--- src/rtl/ip_pack.sv ---
// ip_pack: builds the 20-byte IPv4 header with checksum into the TX buffer RAM
module ip_pack #(
  parameter logic [9:0]  IP_BASE_ADDR = 10'd22,
  parameter logic [7:0]  IP_TOS       = 8'h00,
  parameter logic [7:0]  IP_TTL       = 8'h40,
  parameter logic [7:0]  IP_PROT      = 8'h11,
  parameter logic [15:0] IDENT_INIT   = 16'h0
) (
  input  logic        clk,
  input  logic        rst_n,
  input  logic        ip_head_start,
  input  logic [31:0] src_ip_addr,
  input  logic [31:0] des_ip_addr,
  input  logic [15:0] ip_total_len,
  output logic        ip_wram_clk_en,
  output logic [9:0]  ip_wram_addr,
  output logic [7:0]  ip_wram_dat,
  output logic        ip_head_end,
  output logic        ip_busy
);
  typedef enum logic [2:0] {S_IDLE, S_CALC, S_FOLD, S_WRITE, S_DONE} state_t;
  state_t      r_state, w_next;
  logic [4:0]  r_cnt;
  logic [19:0] r_sum;
  logic [31:0] r_src, r_des;
  logic [15:0] r_len, r_ident, w_word;
  logic [3:0]  w_idx;
  logic [7:0]  w_byte;
  assign w_idx  = (r_state == S_WRITE) ? r_cnt[4:1] : r_cnt[3:0];
  assign w_byte = r_cnt[0] ? w_word[7:0] : w_word[15:8];
  // header word selected by index; checksum slot is zero while summing
  always_comb begin
    w_word = 16'h0;
    case (w_idx)
      4'd0: w_word = {4'h4, 4'h5, IP_TOS};
      4'd1: w_word = r_len;
      4'd2: w_word = r_ident;
      4'd3: w_word = 16'h4000;
      4'd4: w_word = {IP_TTL, IP_PROT};
      4'd5: w_word = (r_state == S_WRITE) ? ~r_sum[15:0] : 16'h0;
      4'd6: w_word = r_src[31:16];
      4'd7: w_word = r_src[15:0];
      4'd8: w_word = r_des[31:16];
      4'd9: w_word = r_des[15:0];
      default: w_word = 16'h0;
    endcase
  end
  // next-state sequencing through the fixed-length phases
  always_comb begin
    w_next = r_state;
    case (r_state)
      S_IDLE:  w_next = ip_head_start ? S_CALC : S_IDLE;
      S_CALC:  w_next = (r_cnt == 5'd9) ? S_FOLD : S_CALC;
      S_FOLD:  w_next = (r_cnt == 5'd1) ? S_WRITE : S_FOLD;
      S_WRITE: w_next = (r_cnt == 5'd19) ? S_DONE : S_WRITE;
      S_DONE:  w_next = S_IDLE;
      default: w_next = S_IDLE;
    endcase
  end
  // state register and phase counter, restarting the count on every phase change
  always_ff @(posedge clk or negedge rst_n) begin
    if (!rst_n) begin
      r_state <= S_IDLE;
      r_cnt   <= 5'd0;
    end else begin
      r_state <= w_next;
      r_cnt   <= (w_next != r_state) ? 5'd0 : r_cnt + 5'd1;
    end
  end
  // field latch, checksum accumulation/folding and ident advance
  always_ff @(posedge clk or negedge rst_n) begin
    if (!rst_n) begin
      r_src   <= 32'h0;
      r_des   <= 32'h0;
      r_len   <= 16'h0;
      r_sum   <= 20'h0;
      r_ident <= IDENT_INIT;
    end else begin
      if (r_state == S_IDLE && ip_head_start) begin
        r_src <= src_ip_addr;
        r_des <= des_ip_addr;
        r_len <= ip_total_len;
        r_sum <= 20'h0;
      end
      if (r_state == S_CALC) r_sum <= r_sum + {4'h0, w_word};
      if (r_state == S_FOLD)
        r_sum <= (r_cnt == 5'd0) ? {4'h0, r_sum[15:0]} + {16'h0, r_sum[19:16]}
                                 : {4'h0, r_sum[15:0]} + {19'h0, r_sum[16]};
      if (r_state == S_DONE) r_ident <= r_ident + 16'h1;
    end
  end
  // registered RAM write port, completion pulse and busy flag
  always_ff @(posedge clk or negedge rst_n) begin
    if (!rst_n) begin
      ip_wram_clk_en <= 1'b0;
      ip_wram_addr   <= 10'h0;
      ip_wram_dat    <= 8'h0;
      ip_head_end    <= 1'b0;
      ip_busy        <= 1'b0;
    end else begin
      ip_wram_clk_en <= (r_state == S_WRITE);
      ip_wram_dat    <= (r_state == S_WRITE) ? w_byte : 8'h0;
      ip_wram_addr   <= (r_state == S_WRITE) ? IP_BASE_ADDR + {5'h0, r_cnt} : ip_wram_addr;
      ip_head_end    <= (r_state == S_DONE);
      ip_busy        <= (w_next != S_IDLE) || (r_state == S_DONE);
    end
  end
endmodule
--- config.mk ---
export PLATFORM = sky130hd
export DESIGN_NAME = ip_pack
export DESIGN_NICKNAME = d
export VERILOG_FILES = /design/src/rtl/ip_pack.sv
export SDC_FILE = /design/constraint.sdc
export NUM_CORES = 1
export LEC_CHECK = 0
export BUFFER_PORTS_ARGS = -buffer_cell sky130_fd_sc_hd__buf_2
export CAP_MARGIN = 20
export CORE_ASPECT_RATIO = 0.6
export CORE_UTILIZATION = 35
export DETAILED_ROUTE_END_ITERATION = 8
export HOLD_SLACK_MARGIN = 0.03
export PLACE_DENSITY = 0.5
export RECOVER_POWER = 25
export SYNTH_ARGS = -nofsm -noshare
export SYNTH_HDL_FRONTEND = slang
export SYNTH_SLANG_ARGS = --single-unit
export TNS_END_PERCENT = 1
--- constraint.sdc ---
create_clock -name clk -period 5.3 [get_ports clk]
set_input_delay 1.06 -clock clk [delete_from_list [all_inputs] [get_ports clk]]
set_output_delay 1.06 -clock clk [all_outputs]
set_load 0.01 [all_outputs]
==> reports/qor.csv <==
metric;value;unit
Post-synth EDFFs;0;
overall power;0.006353;W
Clock transition at path regs;0.06;ns
WP data arrival;5.32;ns
Final period util;0.9473;
CTS HTree Levels;4;
die area;23490;sq um
vias in the first global route;6402;
Critical Path RT;5.59;ns
Max clock buf depth;2;
Setup WS pre-CTS;0.4151;ns
leakage;4.250;nW
share of layout cells above drive strength 1;0.2990;
DR vias;6528;
Synth async-reset ratio;1.000;
status;finished, violations left;
nets;967;
Least-Margin Pin Slew;3.066;ns
Setup Crit Path Kind;reg2reg;
clock sink count;141;
Max Clock Freq;199.2;MHz
relative slew slack;-1.044;
CP Max Fanout;22;
GP Congestion;0.9170;
starting density of the core;0.3600;
Die Y;119.1;microns
Routed wire per std cell;20.38;microns
TNS Setup;0;ns
DRT antenna net count;0;
fin crit period;5.021;ns
total CTS buffers;17;
VDD IR-drop max;0.2695;mV
CTS-repair resized insts;0;
failing checks;max-capacitance violations, max-slew violations;
CTS tree;built;
synthesized cell area;8003;sq um
prevailing post-synth register cell;dfrtp_1;
Final Skew;0.008563;ns
total wire length;24.09;mm
Worst Setup Start Kind;register;
initial antenna violation count;1;
FF/Latch Area;3528;sq um
first-pass GRT wire length;38.29;mm
critical path endpoint category;register;
CTS root buffer;clkbuf_16;
Via density;5.523;
HPWL after DPL;18.05;mm
DRC;0;
final-report hold violation count;0;
core area;22230;sq um
die width;197.2;microns
fill count;2232;
port buffer count;99;
Post-DP Area;8847;sq um
count of different cell masters after synthesis;79;
clock latency on the worst-skew pair;0.43;ns
RSZ-0062 raised after global routing;no;
gr ovfl total;0;
DRT Pass-1 Iters;5;
Avg Inst Size Synth;10.42;sq um
Global Route Usage Sum;0.2180;
flops & latches, synth;141;
worst hold path class;reg2reg;
maxcap violations;1;
Final Instance Area;9485;sq um
post-synthesis sequential area ratio;0.4409;
PD cells;669.8;nW/um^2
Setup Fix Bufs, Post-CTS;0;
Gate Count Post-Synth;768;
final worst slack;0.2793;ns
largest net degree at the start of global routing;55;
worst hold slack;0.4687;ns
boundary pin count;104;
final setup fails;0;
Final Max Slew Viols;55;
Area Overhead vs Synth;18.53;%
area occupied by multi-input gates;4188;sq um
yosys warns;0;
hold_buf cts;0;
1st-iter DRT viols;586;
row count;42;
==> where the power goes <==
group,total (W),internal [W],switching [W]
combinational,0.00301,0.00128,0.00173
clock,0.00135,0.000848,0.000499
sequential,0.00200,0.00154,0.000451
total,0.00635,0.00368,0.00268
==> routing by layer <==
metal	global-route usage	vias up	share of wire
met5	0	-	0
met4	0.04603	0	0.0076
met3	0.05692	16	0.070
met2	0.2857	228	0.39
met1	0.3472	3261	0.53
li1	-	3023	-
==> worst paths after layout <==
| path | cells after the start | to | slack (ns) | from |
|---|---|---|---|---|
| min reg2reg | 2 | ip_wram_addr[0] | 0.47 | ip_wram_addr[0] |
| max | 19 | r_sum[13] | 0.28 | r_cnt[3] |
| max in group asynchronous | 2 | r_sum[14] | 1.37 | rst_n |
| min in group asynchronous | 1 | r_src[7] | 1.62 | rst_n |
| max reg2reg | 19 | r_sum[13] | 0.28 | r_cnt[3] |
| min | 2 | ip_wram_addr[0] | 0.47 | ip_wram_addr[0] |
==> critical path, cell delays in order (launching register included) <==
cell	delay [ns]
dfrtp_1	0.76
nor4b_1	0.14
mux2_2	0.44
a22oi_1	0.19
o21ai_0	0.10
a221o_1	0.27
a221oi_1	0.31
inv_1	0.08
ha_1	0.27
a21o_1	0.18
a21o_1	0.19
a21oi_1	0.19
nand4_1	0.18
a31oi_1	0.33
o21ai_1	0.17
a31o_1	0.30
maj3_2	0.32
a21oi_2	0.15
xor2_1	0.17
o221ai_1	0.13
==> cells in the final DEF (no fill, tap or decap), drive strengths merged, types with 4 or more instances in the layout <==
master  count
nand3b      6
a221oi     16
nor3       10
xnor2      23
bufinv      5
mux2       87
clkinv      4
inv        21
ha         22
clkbuf     22
nor2b       4
dfrtp     141
buf       118
and2        8
xor2       15
nand2      52
mux2i       8
nor2       50
or2         5
a222oi      9
nand4b      4
nand4       5
nor4b       5
o31ai       5
o21ai      44
o221ai      8
and3       10
o22ai       4
a21oi      28
nand3      39
o211ai      7
a31oi       8
a22oi       7
conb        4
a21o        9
a211oi      5
==> cells in the mapped netlist, types with 4 or more instances <==
cell	number	share of area
dfrtp_1	141	0.44
mux2_2	84	0.12
nand2_1	52	0.024
nor2_1	50	0.023
o21ai_0	41	0.026
nand3_1	39	0.024
clkbuf_1	33	0.015
a21oi_1	27	0.017
xnor2_1	23	0.025
ha_1	22	0.034
inv_1	16	0.0075
xor2_1	15	0.016
a221oi_1	14	0.015
and3_1	10	0.0078
a21o_1	9	0.0084
a222oi_1	9	0.011
buf_2	9	0.0056
nor3_1	9	0.0056
a31oi_1	8	0.0063
mux2i_1	8	0.010
o221ai_1	8	0.0088
and2_1	7	0.0055
buf_4	7	0.0066
o211ai_1	7	0.0066
a22oi_1	6	0.0056
nand3b_1	5	0.0047
nand4_1	5	0.0039
nor4b_1	5	0.0055
a211oi_1	4	0.0038
nand4b_1	4	0.0044
nor2b_1	4	0.0031
o22ai_1	4	0.0031
o31ai_1	4	0.0038
or2_2	4	0.0031
==> stage by stage <==
stage,utilization,std cells
3_5_place_dp,0.3980,1149
2_1_floorplan,-,771
5_1_grt,0.4266,1181
4_1_cts,0.4274,1181
6_report,0.4267,1182
3_3_place_gp,0.3980,1149
==> registers in the layout (all words and copies together) (netlist names), 3 cells and up <==
| signal | cells |
|---|---|
| ip_wram_dat | 8 |
| r_cnt | 5 |
| r_sum | 20 |
| r_state | 3 |
| r_ident | 16 |
| r_des | 32 |
| ip_wram_addr | 6 |
| r_len | 16 |
| r_src | 32 |
==> cell type report <==
class,instances,area share
multi-input combinational,559,0.4415
sequential,141,0.3720
timing repair buffer,122,0.06925
clock buffer,18,0.04630
tap,308,0.04063
clock inverter,14,0.02256
inverter,19,0.007519
antenna,1,0.0002638
==> cells by family after synthesis <==
group	after synthesis	synth area share
fa+ha+maj	26	0.04206
mux	95	0.1338
buf+inv	71	0.03987
simple gates	221	0.1452
compound gates	175	0.1560
xor+xnor	38	0.04159
flops	141	0.4409
other cells	1	0.0004686
(Power assumes the default switching activity.)
